[src/rtl/decred_result_collector_pkg.sv]
// Shared constants and FSM state type for the result collector and its FIFO.
package decred_result_collector_pkg;

  localparam int unsigned     DEFAULT_NUMBER_OF_MACROS = 4;
  localparam logic [5:0]      DEFAULT_RESULT_BASE_ADDR = 6'h38;
  localparam logic [3:0]      HEADER_NIBBLE            = 4'hD;
  localparam logic [7:0]      STALL_LAST_CYCLE         = 8'hFF;

  typedef enum logic [1:0] {
    IDLE,
    REQ,
    READ,
    DRAIN
  } collector_state_e;

endpackage

[src/rtl/decred_result_collector_fifo.sv]
// Byte FIFO with record checkpoint/commit/rewind; only committed bytes are visible to the consumer.
module decred_result_fifo #(
  parameter int unsigned DEPTH = 16
) (
  input  logic                         clk,
  input  logic                         rst_n,
  input  logic                         push,
  input  logic [7:0]                   push_data,
  input  logic                         push_last,
  input  logic                         pop,
  input  logic                         checkpoint,
  input  logic                         rewind,
  input  logic                         commit,
  output logic [7:0]                   head_data,
  output logic                         head_last,
  output logic                         head_valid,
  output logic [$clog2(DEPTH+1)-1:0]   free_cnt
);

  localparam int unsigned PW = $clog2(DEPTH);
  localparam int unsigned CW = $clog2(DEPTH + 1);

  logic [8:0]    mem [DEPTH];
  logic [PW-1:0] wr_ptr, rd_ptr, ckpt_ptr;
  logic [CW-1:0] count, pend_cnt;
  logic [CW-1:0] visible;
  logic          do_push, do_pop;

  // Entries since the checkpoint are held back from the consumer until commit.
  assign visible    = count - pend_cnt;
  assign head_valid = (visible != '0);
  assign do_pop     = pop && head_valid;
  assign do_push    = push && !rewind && ((count != CW'(DEPTH)) || do_pop);
  assign free_cnt   = CW'(DEPTH) - count;
  assign head_data  = head_valid ? mem[rd_ptr][7:0] : '0;
  assign head_last  = head_valid ? mem[rd_ptr][8]   : 1'b0;

  always_ff @(posedge clk) begin
    if (do_push) mem[wr_ptr] <= {push_last, push_data};
  end

  always_ff @(posedge clk or negedge rst_n) begin
    if (!rst_n) begin
      wr_ptr   <= '0;
      rd_ptr   <= '0;
      ckpt_ptr <= '0;
      count    <= '0;
      pend_cnt <= '0;
    end else begin
      if (do_pop) rd_ptr <= rd_ptr + 1'b1;
      if (rewind) begin
        wr_ptr   <= ckpt_ptr;
        count    <= count - pend_cnt - CW'(do_pop);
        pend_cnt <= '0;
      end else begin
        if (do_push) wr_ptr <= wr_ptr + 1'b1;
        count <= count + CW'(do_push) - CW'(do_pop);
        if (checkpoint) begin
          ckpt_ptr <= wr_ptr;
          pend_cnt <= CW'(do_push);
        end else if (commit) begin
          pend_cnt <= '0;
        end else begin
          pend_cnt <= pend_cnt + CW'(do_push);
        end
      end
    end
  end

endmodule

[src/rtl/decred_result_collector.sv]
// Round-robin collector: reads result bytes from ready hash macros and queues header+data records.
module decred_result_collector
  import decred_result_collector_pkg::*;
#(
  parameter int unsigned NUMBER_OF_MACROS = DEFAULT_NUMBER_OF_MACROS,
  parameter logic [5:0]  RESULT_BASE_ADDR = DEFAULT_RESULT_BASE_ADDR,
  parameter int unsigned RESULT_BYTES     = 4,
  parameter int unsigned FIFO_DEPTH       = 16
) (
  input  logic                        CLK,
  input  logic                        RESET_N,
  input  logic [NUMBER_OF_MACROS-1:0] DATA_AVAILABLE,
  output logic                        RD_REQ,
  input  logic                        RD_GNT,
  output logic [NUMBER_OF_MACROS-1:0] MACRO_RD_SELECT,
  output logic [5:0]                  HASH_ADDR,
  input  logic [7:0]                  DATA_FROM_HASH,
  output logic [7:0]                  OUT_DATA,
  output logic                        OUT_LAST,
  output logic                        OUT_VALID,
  input  logic                        OUT_READY,
  output logic                        RESULT_IRQ,
  output logic [7:0]                  OVERFLOW_CNT
);

  localparam int unsigned IW = (NUMBER_OF_MACROS > 1) ? $clog2(NUMBER_OF_MACROS) : 1;
  localparam int unsigned CW = $clog2(FIFO_DEPTH + 1);

  collector_state_e state, state_next;

  logic [IW-1:0]               win_q, rr_q, winner;
  logic                        win_found;
  logic [2:0]                  k_q;
  logic                        cap_valid_q, cap_last_q;
  logic [NUMBER_OF_MACROS-1:0] served_q, pending, served_set;
  logic [7:0]                  stall_q, ovf_q;
  logic                        irq_q;
  logic                        space_ok, drop, rec_done, stalled;
  logic                        push, push_last, checkpoint, rewind, commit;
  logic [7:0]                  push_data;
  logic [CW-1:0]               fifo_free;
  int unsigned                 cand;

  assign pending  = DATA_AVAILABLE & ~served_q;
  assign space_ok = (fifo_free >= CW'(RESULT_BYTES + 1));
  assign stalled  = (state == IDLE) && win_found && !space_ok;
  assign drop     = stalled && (stall_q == STALL_LAST_CYCLE);

  // Search starts one past the last served macro and wraps.
  always_comb begin
    winner    = '0;
    win_found = 1'b0;
    cand      = 0;
    for (int unsigned i = 1; i <= NUMBER_OF_MACROS; i++) begin
      cand = (32'(rr_q) + i) % NUMBER_OF_MACROS;
      if (!win_found && pending[cand]) begin
        win_found = 1'b1;
        winner    = IW'(cand);
      end
    end
  end

  always_comb begin
    state_next      = state;
    RD_REQ          = 1'b0;
    MACRO_RD_SELECT = '0;
    HASH_ADDR       = '0;
    push            = 1'b0;
    push_data       = '0;
    push_last       = 1'b0;
    checkpoint      = 1'b0;
    rewind          = 1'b0;
    commit          = 1'b0;
    rec_done        = 1'b0;
    served_set      = '0;
    case (state)
      IDLE: begin
        if (win_found && space_ok) state_next = REQ;
        if (drop) served_set = NUMBER_OF_MACROS'(1) << winner;
      end
      REQ: begin
        RD_REQ = 1'b1;
        if (RD_GNT) begin
          push       = 1'b1;
          push_data  = {HEADER_NIBBLE, 4'(win_q)};
          checkpoint = 1'b1;
          state_next = READ;
        end
      end
      READ: begin
        RD_REQ          = 1'b1;
        MACRO_RD_SELECT = NUMBER_OF_MACROS'(1) << win_q;
        HASH_ADDR       = RESULT_BASE_ADDR + 6'(k_q);
        if (!RD_GNT) begin
          rewind     = 1'b1;
          state_next = IDLE;
        end else begin
          push      = cap_valid_q;
          push_data = DATA_FROM_HASH;
          push_last = cap_last_q;
          if (k_q == 3'(RESULT_BYTES - 1)) state_next = DRAIN;
        end
      end
      DRAIN: begin
        RD_REQ = 1'b1;
        if (!RD_GNT) begin
          rewind     = 1'b1;
          state_next = IDLE;
        end else begin
          push       = cap_valid_q;
          push_data  = DATA_FROM_HASH;
          push_last  = cap_last_q;
          commit     = 1'b1;
          rec_done   = 1'b1;
          served_set = NUMBER_OF_MACROS'(1) << win_q;
          state_next = IDLE;
        end
      end
      default: state_next = IDLE;
    endcase
  end

  always_ff @(posedge CLK or negedge RESET_N) begin
    if (!RESET_N) begin
      state       <= IDLE;
      win_q       <= '0;
      rr_q        <= IW'(NUMBER_OF_MACROS - 1);
      k_q         <= '0;
      cap_valid_q <= 1'b0;
      cap_last_q  <= 1'b0;
      served_q    <= '0;
      stall_q     <= '0;
      ovf_q       <= '0;
      irq_q       <= 1'b0;
    end else begin
      state       <= state_next;
      irq_q       <= OUT_VALID;
      served_q    <= (served_q | served_set) & DATA_AVAILABLE;
      cap_valid_q <= (state == READ) && RD_GNT;
      cap_last_q  <= (k_q == 3'(RESULT_BYTES - 1));
      if ((state == IDLE) && (state_next == REQ)) win_q <= winner;
      if (state == REQ)       k_q <= '0;
      else if (state == READ) k_q <= k_q + 1'b1;
      if (stalled) stall_q <= drop ? '0 : stall_q + 1'b1;
      else         stall_q <= '0;
      if (rec_done)  rr_q <= win_q;
      else if (drop) rr_q <= winner;
      if (drop && (ovf_q != 8'hFF)) ovf_q <= ovf_q + 1'b1;
    end
  end

  assign RESULT_IRQ   = irq_q;
  assign OVERFLOW_CNT = ovf_q;

  decred_result_fifo #(
    .DEPTH (FIFO_DEPTH)
  ) u_fifo (
    .clk        (CLK),
    .rst_n      (RESET_N),
    .push       (push),
    .push_data  (push_data),
    .push_last  (push_last),
    .pop        (OUT_READY),
    .checkpoint (checkpoint),
    .rewind     (rewind),
    .commit     (commit),
    .head_data  (OUT_DATA),
    .head_last  (OUT_LAST),
    .head_valid (OUT_VALID),
    .free_cnt   (fifo_free)
  );

endmodule
[config.mk]
export PLATFORM = sky130hd
export DESIGN_NAME = decred_result_collector
export DESIGN_NICKNAME = d
export VERILOG_FILES = /design/src/rtl/decred_result_collector_pkg.sv /design/src/rtl/decred_result_collector_fifo.sv /design/src/rtl/decred_result_collector.sv
export SDC_FILE = /design/constraint.sdc
export NUM_CORES = 1
export LEC_CHECK = 0
export BUFFER_PORTS_ARGS = -buffer_cell sky130_fd_sc_hd__buf_4
export CORE_MARGIN = 2
export CORE_UTILIZATION = 35
export DETAILED_ROUTE_END_ITERATION = 10
export GPL_TIMING_DRIVEN = 0
export PLACE_DENSITY_LB_ADDON = 0.12
export SYNTH_ARGS = -nofsm -noshare
export SYNTH_HDL_FRONTEND = slang
export SYNTH_SLANG_ARGS = --single-unit
[constraint.sdc]
create_clock -name CLK -period 4.5 [get_ports CLK]
set_clock_uncertainty 0.15 [all_clocks]
set_input_delay 0.45 -clock CLK [delete_from_list [all_inputs] [get_ports CLK]]
set_output_delay 0.45 -clock CLK [all_outputs]
set_load 0.03 [all_outputs]
=== After elaboration in Yosys (flattened, before gate mapping) ===
Memory sizes are Yosys's and may differ from the RTL's.
Cells that the tools add are included.
Widths: inputs -> output; s select.

* Register bits: 54
* Memory bits (writable): 144
* Input port bits: 16
* Output and inout bits: 30
* Word-level logic and storage cells: 134
* Memories kept: 1

{| class="wikitable"
|+ Memories
! name !! words !! width !! rd ports !! clocked after memory_dff !! write ports !! RTL line !! source
|-
| u_fifo.mem || 16 || 9 || 1 || 0 || 1 || decred_result_collector_fifo.sv:23 || <nowiki>logic [8:0] mem [DEPTH];</nowiki>
|}

* Add/subtract/negate cells: 16
* Magnitude comparators: 5
* Eq/ne operators: 8
* Shift operators: 2
* Mux-type cells: 55
* Bitwise gates (word level): 5
* Reduce and logical (&&, ||, !) cells: 27

{| class="wikitable"
|+ Operators by type and width
! cell !! number
|-
| $mux 8 || 5
|-
| $mux 1 || 20
|-
| $mux 2 || 10
|-
| $mux 4 || 5
|-
| $mux 5 || 4
|-
| $add 8x1->8 const B || 2
|-
| $pmux 8 s2 || 1
|-
| $logic_and 1x1->1 || 13
|-
| $lt 2x3->1 const B || 4
|-
| $add 5x1->5 || 2
|-
| $sub 5x1->5 || 2
|-
| $add 4x1->4 const B || 2
|-
| $and 4x4->4 || 2
|-
| $bmux 1 s2 || 4
|-
| $eq 8x8->1 const B || 1
|-
| $ne 8x8->1 const B || 1
|-
| $pmux 2 s4 || 1
|-
| $pmux 4 s2 || 1
|-
| $shl 1x2->4 const A || 2
|-
| $mux 3 || 2
|-
| $mux 6 || 1
|-
| $reduce_bool 2->1 || 3
|-
| $add 4x4->5 const A || 1
|-
| $ge 5x3->1 const B || 1
|-
| other kinds (20) || 28
|}

=== Logic depth before layout (Yosys ltp) ===
Gate-level depths: netlist (run 1).

* Depth after elaboration: 21
* Depth in mapped cells: 20
* Depth with buffers taken out: 20

=== Cells and area by module ===
A second synthesis (run 1) with hierarchy kept.

* Cell total of the unflattened synthesis: 599
* Area, all modules: 9142.5 um2

{| class="wikitable"
|+ Modules (own cells, without submodules)
! module !! instances !! cells each !! area each (um2) !! seq. area each (um2)
|-
| decred_result_fifo || 1 || 395 || 7204.4 || 4874.7
|-
| decred_result_collector || 1 || 204 || 1938.1 || 803.3
|}

=== Worst setup path after synthesis (run 1) ===
Ideal clock, no wire load.

* Path type: reg-to-reg
* Start point: register u_fifo.count[0]
* End point: register u_fifo.count[4]
* Library setup time: 132 ps
* Arrival time: 3083 ps
* Data required time: 4218 ps
* Setup slack: 1135 ps
* Stages on the path, launching flop included: 20
* Path buffers: 1
* Clock period less this slack: 3365 ps
* Cells stage by stage: dfrtp_1 inv_1 ha_1 inv_1 fa_1 nand3_1 a21oi_1 o2111ai_2 o21ai_4 a21oi_1 buf_2 ha_1 inv_1 fa_1 nor2_1 nor2_1 nor2_1 nor2_1 xnor2_1 mux2i_1

* Word-level cells in the longest chain between the ends: 8
* Elaborated cells on any way between the ends: 10
* Those cells by class: add/sub: 4; eq/ne: 1; mux: 1; reduce/logical: 4

{| class="wikitable"
|+ RTL lines
! element !! RTL line !! source
|-
| start, declared || decred_result_collector_fifo.sv:25 || <nowiki>logic [CW-1:0] count, pend_cnt;</nowiki>
|-
| start signal, assigned || decred_result_collector_fifo.sv:53 || <nowiki>count <= count - pend_cnt - CW'(do_pop);</nowiki>
|-
| start signal, assigned || decred_result_collector_fifo.sv:57 || <nowiki>count <= count + CW'(do_push) - CW'(do_pop);</nowiki>
|-
| $sub 5x5->5 || decred_result_collector_fifo.sv:30, decred_result_collector_fifo.sv:53 ||
|-
| $reduce_bool 5->1 || decred_result_collector_fifo.sv:31 || <nowiki>assign head_valid = (visible != '0);</nowiki>
|-
| $logic_and 1x1->1 || decred_result_collector_fifo.sv:32 || <nowiki>assign do_pop = pop && head_valid;</nowiki>
|-
| $logic_or 1x1->1 || decred_result_collector_fifo.sv:33 || <nowiki>assign do_push = push && !rewind && ((count != CW'(DEPTH)) || do_pop);</nowiki>
|-
| $logic_and 1x1->1 || decred_result_collector_fifo.sv:33 ||
|-
| $add 5x1->5 || decred_result_collector_fifo.sv:57 ||
|-
| $sub 5x1->5 || decred_result_collector_fifo.sv:57 ||
|-
| $mux 5 * || decred_result_collector_fifo.sv:51 || <nowiki>if (rewind) begin</nowiki>
|}

Every way passes the cells marked *; elsewhere a longest branch is shown, timed or not.
A chain may end at the register's enable or synchronous reset.

=== Worst setup path in the final report (run 1) ===
Ends and elaborated chain as after synthesis.

==> summary.txt, run 1 <==
Routing
  • Final wirelength: 20.0 mm
  • DR vias/cell: 5.07
  • DR DRC count: 0
  • DR vias: 5075
  • Initial DRC Count: 275
  • Drt wl/cell: 19.9 um
  • Drt pass-1 iters: 5
  • Post-DRT Antenna Nets: 0

Worst hold path
  • Min-Delay Path Class: in2reg

Critical path
  • Critical path endpoint: u_fifo.count[4]
  • Crit path capture type: flop
  • Worst setup SP type: flop
  • Crit-path max cell delay: 0.43 ns
  • R2r setup slk: 0.51 ns
  • Slowest stage cell, crit path: dfrtp_1
  • R2R depth: 19
  • Crit path launch: u_fifo.count[0]
  • Reg2reg end: u_fifo.count[4]
  • Worst path required time: 4.65 ns
  • CP cell instances: inv_1 > ha_1 > inv_1 > fa_1 > nand3_1 > a21oi_1 > o2111ai_2 > o21ai_4 > a21oi_1 > buf_2 > ha_1 > inv_1 > fa_1 > nor2_1 > nor2_1 > nor2_1 > nor2_1 > xnor2_1 > mux2i_1
  • Worst setup path class: reg2reg
  • Most frequent CP cell: nor2_1
  • Crit path DAT: 4.13 ns
  • Worst flop-to-flop path startpoint: u_fifo.count[0]
  • CP max FO: 11

Floorplan
  • Die H: 164 um
  • Number of top-level pins: 46
  • Core Area: 0.0253 mm^2
  • Initial Util: 0.357
  • Die Span X: 164 um
  • Full die area: 0.0270 mm^2
  • Row cnt: 58

CTS
  • Clock Sinks: 198
  • Hold_buf cts: 1
  • CTS Buffer Depth: 2
  • Worst-Skew Late Latency: 0.43 ns
  • H-tree depth: 4
  • Clock Tree Root: clkbuf_16
  • Clock transition at path regs: 0.08 ns
  • CTS tree: built
  • CTS resizes: 0
  • Setup Fix Bufs, Post-CTS: 0
  • TritonCTS Buffers: 17

Logic synthesis
  • Sequential area share after synthesis: 0.630
  • Post-synth EDFFs: 144
  • Mux cell area share after synthesis: 0.121
  • Post-Synth XOR/XNOR Area: 0.0311
  • Largest family of logic cells by synthesized area: multiplexers
  • Adder-cell area share of the yosys netlist: 0.0475
  • Main synth FF type: edfxtp_1
  • Register bit total from synthesis: 198
  • Post-synthesis cell type count: 56
  • Post-synthesis cell count: 593
  • Post-synthesis simple-gate area fraction: 0.0953
  • Compound-cell area share of the yosys netlist: 0.0497
  • Cell area after synthesis: 0.00901 mm^2
  • Synth warn: 0
  • Syn Area/Cell: 15.2 um^2
  • Fraction of registers with async set/reset: 0.273
  • Syn Nets: 642

GRT
  • Tot GR Track Use: 0.157
  • Number of global-route vias before repair: 5131
  • Largest net degree at the start of global routing: 55
  • First-pass GRT wire length: 30.6 mm
  • Initial antenna violation count: 1
  • Grt ovf: 0

Cells and area
  • Diode count: 0
  • # nets final: 707
  • Share of layout cells above drive strength 1: 0.212
  • Most frequent cells in the layout: edfxtp_1 (144), dfrtp_1 (52), buf_4 (47)
  • Fill cells: 2322
  • Layout area overhead: 15.2%
  • Commonest non-fill, non-tap cell in the layout: edfxtp_1

Timing
  • Crit share post-route: 0.886
  • Final Setup Violations: 0
  • Worst slew pin tran: 1.32 ns
  • RSZ-0062 raised after global routing: false
  • Slew Limit Headroom: 0.119
  • Max Slew Vio Count: 0
  • Fin crit period: 3.99 ns
  • Fin. Hold Viols: 0
  • Setup TNS: 0 ns
  • FMAX: 0.251 GHz

Job
  • Max Cap Viol: 0

Power and ir drop
  • Maximum vdd drop: 0.000500 V
  • PwrDens: 648 mW/mm^2
  • Static leakage: 3.90 nW
  • Total power: 6.73 mW

Placement
  • Detailed placement HPWL: 13.8 mm
  • Routability cong.: 0.768
  • Port Buffers: 45

Status
  • Status: finished clean
-- state kept, by name (all words and copies together) (netlist names), 3 cells and up --
signal and cells:
OVERFLOW_CNT 8, k_q 3, served_q 4, stall_q 8, u_fifo.ckpt_ptr 4, u_fifo.count 5
u_fifo.mem 144, u_fifo.pend_cnt 5, u_fifo.rd_ptr 4, u_fifo.wr_ptr 4
-- per-stage QoR --
stage	hold slack [ns]	area, um^2	instances	util	setup slack [ns]
final	0.137	10400	1001	0.411	0.514
after global routing	0.115	10400	1001	0.411	0.203
after CTS	0.115	10400	1001	0.411	0.508
after detailed placement	0.327	9760	968	0.386	0.536
after global placement	0.323	9760	968	0.386	0.599
after floorplan	0.00441	9010	593	-	1.14
-- critical path, delay by kind of cell, from the launching register on --
family	cells	cell delay, ns
adders and majority gates	4	1.22
AOI/OAI and AO/OA	4	0.82
buffers and inverters	4	0.55
DFF	1	0.43
and+or+nand+nor	5	0.43
xor gates and xnor gates	1	0.15
muxes	1	0.09
-- power breakdown --
part / switching [mW] / internal (mW) / total (mW)
Sequential: 0.150 / 2.26 / 2.41
Combinational: 1.61 / 1.14 / 2.75
Clock: 0.721 / 0.848 / 1.57
Total: 2.48 / 4.25 / 6.73
-- layout make-up --
type | count | area, um^2 | area share
plain buffers | 24 | 126 | 0.0122
clock buffers | 18 | 429 | 0.0413
clock inverters | 14 | 181 | 0.0175
inverters | 28 | 105 | 0.0101
multi-input cells | 343 | 3100 | 0.299
flip-flops and latches | 198 | 5680 | 0.547
well taps | 330 | 413 | 0.0398
repair buffers | 46 | 348 | 0.0335
-- kinds of logic after synthesis --
group	after synthesis
muxes	52
DFF	198
AOI/OAI and AO/OA	66
xor gates and xnor gates	32
and+or+nand+nor	160
buffers and inverters	52
adders and majority gates	33
-- Yosys cell counts (12+ instances only) --
master | n | area [um^2]
xnor2_1 | 20 | 175
nand3_1 | 13 | 65.1
edfxtp_1 | 144 | 4320
nor2_1 | 37 | 139
and2_1 | 21 | 131
a21oi_1 | 20 | 100
dfrtp_1 | 52 | 1300
mux4_2 | 45 | 1010
nand2_1 | 36 | 135
ha_1 | 31 | 388
and3_1 | 13 | 81.3
xor2_1 | 12 | 105
inv_1 | 28 | 105
o21ai_0 | 15 | 75.1
-- routing by layer --
layer,share of wire,vias to the layer above,global-route usage
li1,-,2371,-
met1,0.45,2602,0.205
met2,0.51,92,0.270
met3,0.031,10,0.0296
met4,0.012,0,0.0427
met5,0,-,0
-- how the worst min path moves through the flow --
| stage | startpoint | endpoint | slack [ns] | cells past startpoint |
|---|---|---|---|---|
| 2_1_floorplan | RESET_N | OVERFLOW_CNT[0] | 0.004 | 0 |
| 3_3_place_gp | stall_q[0] | stall_q[0] | 0.32 | 1 |
| 3_5_place_dp | u_fifo.ckpt_ptr[2] | u_fifo.ckpt_ptr[2] | 0.33 | 2 |
| 4_1_cts | DATA_AVAILABLE[2] | served_q[2] | 0.12 | 3 |
| 5_1_grt | DATA_AVAILABLE[1] | served_q[1] | 0.11 | 2 |
| 6_report | DATA_AVAILABLE[2] | served_q[2] | 0.14 | 3 |
Power figures use the tool's default switching activity.
==> run 2, diff against run 1 <==
==> constraint.sdc (replaced) <==
create_clock -name CLK -period 4.5 [get_ports CLK]
set_clock_uncertainty 0.15 [all_clocks]
set_input_delay 1.125 -clock CLK [delete_from_list [all_inputs] [get_ports CLK]]
set_output_delay 1.125 -clock CLK [all_outputs]
set_load 0.03 [all_outputs]
==> run 2 against run 1 <==
  * Critical path depth down 13
  * Die area unchanged
  * Final cell count about the same
  * Global-route usage about the same
  * Core utilization about the same
  * Largest cell class unchanged
==> summary.txt, run 2 (synthesis results as in run 1) <==
Power and ir drop
  • Net switching power: 2.48 mW
  • Pint: 4.26 mW
  • Maximum vdd drop: 0.000500 V
  • Static leakage: 3.90 nW
  • PwrDens: 649 mW/mm^2
  • Clk network pwr share: 0.233
  • Sequential Power Share: 0.357
  • Sw Ratio: 0.369
  • Gate power share: 0.409

Floorplan
  • Initial Util: 0.357
  • Core Area: 0.0253 mm^2
  • Row cnt: 58
  • Die Span X: 164 um
  • Number of top-level pins: 46
  • Die H: 164 um
  • Full die area: 0.0270 mm^2

Job
  • Max Cap Viol: 0

Critical path
  • Worst path required time: 3.22 ns
  • Crit path capture type: primary output
  • CP max FO: 10
  • Crit path DAT: 3.00 ns
  • Worst setup path class: reg2out
  • Worst setup SP type: flop

Placement
  • Detailed placement HPWL: 13.8 mm
  • Routability cong.: 0.768
  • Port Buffers: 45
  • Placed instance count: 968
  • Placed Area: 0.00976 mm^2

CTS
  • Clock Sinks: 198
  • CTS tree: built
  • Setup Fix Bufs, Post-CTS: 0
  • CTS Buffer Depth: 2
  • Clock Tree Root: clkbuf_16
  • Worst-Skew Late Latency: 0.43 ns
  • H-tree depth: 4
  • Clock transition at path regs: 0.08 ns
  • TritonCTS Buffers: 17

Cells and area
  • Commonest non-fill, non-tap cell in the layout: edfxtp_1
  • Final Instance Area: 0.0104 mm^2
  • Non-Filler Instances: 1000
  • Diode count: 0
  • Layout area overhead: 15.2%
  • Biggest register: u_fifo.mem
  • # nets final: 706
  • Fin util: 0.411
  • Number of flip-flops in the largest register: 144
  • Share of layout cells above drive strength 1: 0.215
  • Most frequent cells in the layout: edfxtp_1 (144), dfrtp_1 (52), buf_4 (47)

Timing
  • FMAX: 0.234 GHz
  • Hold Slack: 0.342 ns
  • Worst slew pin tran: 1.30 ns
  • Crit share post-route: 0.950
  • Max Slew Vio Count: 0
  • Fin crit period: 4.28 ns
  • Final Setup Violations: 0
  • Setup TNS: 0 ns
  • RSZ-0062 raised after global routing: false
  • Slew Limit Headroom: 0.133
  • Fin. Hold Viols: 0

GRT
  • Grt ovf: 0
  • Initial antenna violation count: 1
  • Largest net degree at the start of global routing: 55
  • Number of global-route vias before repair: 5119
  • First-pass GRT wire length: 30.6 mm
  • Tot GR Track Use: 0.157

Worst hold path
  • Min-Delay Path Class: reg2reg

Routing
  • Post-DRT Antenna Nets: 0
  • Drt pass-1 iters: 4
  • Drt wl/cell: 19.9 um
  • Final wirelength: 19.9 mm
  • DR vias: 5081
  • Initial DRC Count: 253
  • DR vias/cell: 5.08
  • DR DRC count: 0

Status
  • Status: finished clean
run 2: cell types whose count changed in the layout (fill, tap and decap cells not counted), sizes merged:
cell	change
dlygate4sd3	-1
run 2: path summary, 6_finish.rpt:
path	slack [ns]	start	cells after the start	to
worst min-delay path	0.34	stall_q[0]	1	stall_q[0]
worst min register to register	0.34	stall_q[0]	1	stall_q[0]
min in group asynchronous	0.59	RESET_N	1	OVERFLOW_CNT[1]
max in group asynchronous	3.10	RESET_N	1	served_q[3]
worst max-delay path	0.22	u_fifo.rd_ptr[1]	6	OUT_DATA[7]
worst max register to register	0.50	u_fifo.count[0]	19	u_fifo.count[4]
run 2: power by group through the flow:
stage               Combinational (mW)  Clock [mW]  Sequential (mW)
global placement                  2.76           0             2.44
detailed placement                2.80           0             2.45
finish                            2.76        1.57             2.41
floorplan                         1.97           0             2.40
CTS                               2.82        1.61             2.41
global route                      3.04        1.68             2.43
run 2: critical path: stages, from the launching register on:
cell and delay, ns:
dfrtp_1 0.36, buf_2 0.28, clkbuf_1 0.62, mux4_2 0.47, mux4_2 0.48, and2_1 0.19
buf_4 0.17
run 2: layout make-up:
cell class | instances | area, um^2
fillers | 2322 | 14900
repair buffers | 45 | 338
well taps | 330 | 413
clock buffers | 18 | 429
flip-flops and latches | 198 | 5680
multi-input cells | 343 | 3110
inverters | 28 | 105
plain buffers | 24 | 126
clock inverters | 14 | 181
run 2: metal layers:
layer | up-vias | global-route usage | part of all wire
met5 | - | 0 | 0
met4 | 0 | 0.0427 | 0.0097
met3 | 9 | 0.0296 | 0.034
met1 | 2622 | 0.205 | 0.44
met2 | 81 | 0.269 | 0.51
li1 | 2369 | - | -
run 2: through the flow:
| step | setup WS [ns] | total power [mW] |
|---|---|---|
| floorplan | 0.974 | 4.38 |
| global placement | 0.561 | 5.20 |
| detailed placement | 0.503 | 5.25 |
| CTS | 0.0538 | 6.84 |
| global route | 0.0613 | 7.16 |
| finish | 0.223 | 6.74 |
run 2: what timing repair did:
action,4_1_cts,5_1_grt
setup endpoints to repair,0,9
gates resized for setup,0,2
hold buffers,0,0
==> run 3, diff against run 2 <==
Settings changed: CTS_BUF_LIST set to sky130_fd_sc_hd__clkbuf_8, SKIP_CTS_REPAIR_TIMING set to 1.
==> run 3 against run 2 <==
  * Die area did not move
  * Setup slack got worse by 0.044 ns
  * Design area is 1.8% lower
  * Non-clock buffer count stayed put
  * Total power is 5.4% lower
  * Sequential power about the same
  * First-iteration DRC count is 5.5% lower
  * Largest power group unchanged
  * Register-to-register slack got worse by 0.04 ns
==> summary.txt, run 3 (synthesis results as in run 1) <==
Placement
  • Placed instance count: 968
  • Port Buffers: 45
  • Routability cong.: 0.768
  • Detailed placement HPWL: 13.8 mm

Cells and area
  • Fill cells: 2334
  • Most frequent cells in the layout: edfxtp_1 (144), dfrtp_1 (52), buf_4 (47)
  • Non-Filler Instances: 1000
  • Fin util: 0.404
  • Share of layout cells above drive strength 1: 0.216
  • Commonest non-fill, non-tap cell in the layout: edfxtp_1
  • Number of flip-flops in the largest register: 144
  • Biggest register: u_fifo.mem
  • # nets final: 706
  • Diode count: 0
  • Layout area overhead: 13.1%

GRT
  • Initial antenna violation count: 1
  • Tot GR Track Use: 0.157
  • Largest net degree at the start of global routing: 55
  • First-pass GRT wire length: 30.5 mm
  • Grt ovf: 0
  • Number of global-route vias before repair: 5121

Timing
  • Slew Limit Headroom: 0.118
  • RSZ-0062 raised after global routing: false
  • Worst slew pin tran: 1.32 ns
  • FMAX: 0.231 GHz
  • Max Slew Vio Count: 0
  • Fin crit period: 4.32 ns
  • Fin. Hold Viols: 0
  • Crit share post-route: 0.960
  • Final Setup Violations: 0

Routing
  • Final wirelength: 20.0 mm
  • Drt pass-1 iters: 4
  • DR DRC count: 0
  • Initial DRC Count: 239
  • Drt wl/cell: 20.0 um
  • DR vias: 5101
  • DR vias/cell: 5.10
  • Post-DRT Antenna Nets: 0

Floorplan
  • Die Span X: 164 um
  • Die H: 164 um
  • Initial Util: 0.357
  • Core Area: 0.0253 mm^2
  • Full die area: 0.0270 mm^2
  • Number of top-level pins: 46
  • Row cnt: 58

Critical path
  • Worst setup SP type: flop
  • R2R depth: 19
  • Crit path launch: u_fifo.rd_ptr[1]
  • Worst path required time: 3.22 ns
  • Worst setup path class: reg2out
  • Crit path capture type: primary output
  • Worst flop-to-flop path startpoint: u_fifo.count[0]
  • CP max FO: 10
  • Crit path DAT: 3.05 ns

Power and ir drop
  • Static leakage: 3.82 nW
  • Total power: 6.38 mW
  • Maximum vdd drop: 0.000524 V
  • PwrDens: 626 mW/mm^2

Worst hold path
  • Worst Hold Depth: 2
  • Min-Delay Path Class: reg2reg
  • Hold path start: u_fifo.ckpt_ptr[2]

CTS
  • CTS tree: built
  • Clock Tree Root: clkbuf_8
  • CTS Buffer Depth: 2
  • Worst-Skew Late Latency: 0.46 ns
  • Clock Sinks: 198
  • TritonCTS Buffers: 17
  • H-tree depth: 4
  • Clock transition at path regs: 0.11 ns

Job
  • Max Cap Viol: 0

Status
  • Status: finished clean
[run 3: where the power goes]
group | switching, mW | leakage, nW | internal, mW
clock | 0.682 | 0.217 | 0.520
sequential | 0.149 | 2.03 | 2.26
combinational | 1.62 | 1.57 | 1.15
[run 3: per-stage QoR]
step | cell area [um^2] | worst slack [ns] | setup TNS [ns] | hold slack [ns]
floorplan | 9010 | 0.974 | 0 | 0.297
global placement | 9760 | 0.561 | 0 | 0.323
detailed placement | 9760 | 0.503 | 0 | 0.327
CTS | 10200 | -0.00492 | -0.00492 | 0.355
global route | 10200 | 0.0437 | 0 | 0.378
finish | 10200 | 0.179 | 0 | 0.354
[run 3: cell type report]
class / count / area [um^2] / share of cell area
flip-flops and latches: 198 / 5680 / 0.557
multi-input cells: 343 / 3110 / 0.305
well taps: 330 / 413 / 0.0405
repair buffers: 45 / 338 / 0.0331
clock buffers: 17 / 234 / 0.0230
clock inverters: 15 / 185 / 0.0182
plain buffers: 24 / 126 / 0.0124
inverters: 28 / 105 / 0.0103
[run 3: final timing paths]
path / end / slack (ns)
setup reg to reg: u_fifo.count[4] / 0.46
hold reg to reg: u_fifo.ckpt_ptr[2] / 0.35
max in group asynchronous: served_q[3] / 3.11
hold / removal: u_fifo.ckpt_ptr[2] / 0.35
setup / recovery: OUT_DATA[7] / 0.18
min in group asynchronous: OVERFLOW_CNT[1] / 0.55
[run 3: worst max-delay path, cell delays in order, from the launching register on]
cell and delay [ns]:
dfrtp_1 0.38, buf_2 0.27, clkbuf_1 0.63, mux4_2 0.47, mux4_2 0.47, and2_1 0.19, buf_4 0.17
[run 3: per-layer routing]
metal	GRT usage	vias up	wire length, um
met5	0	-	0
met4	0.0379	0	179
met3	0.0326	6	504
met2	0.269	74	10300
met1	0.204	2659	9010
li1	-	2362	-
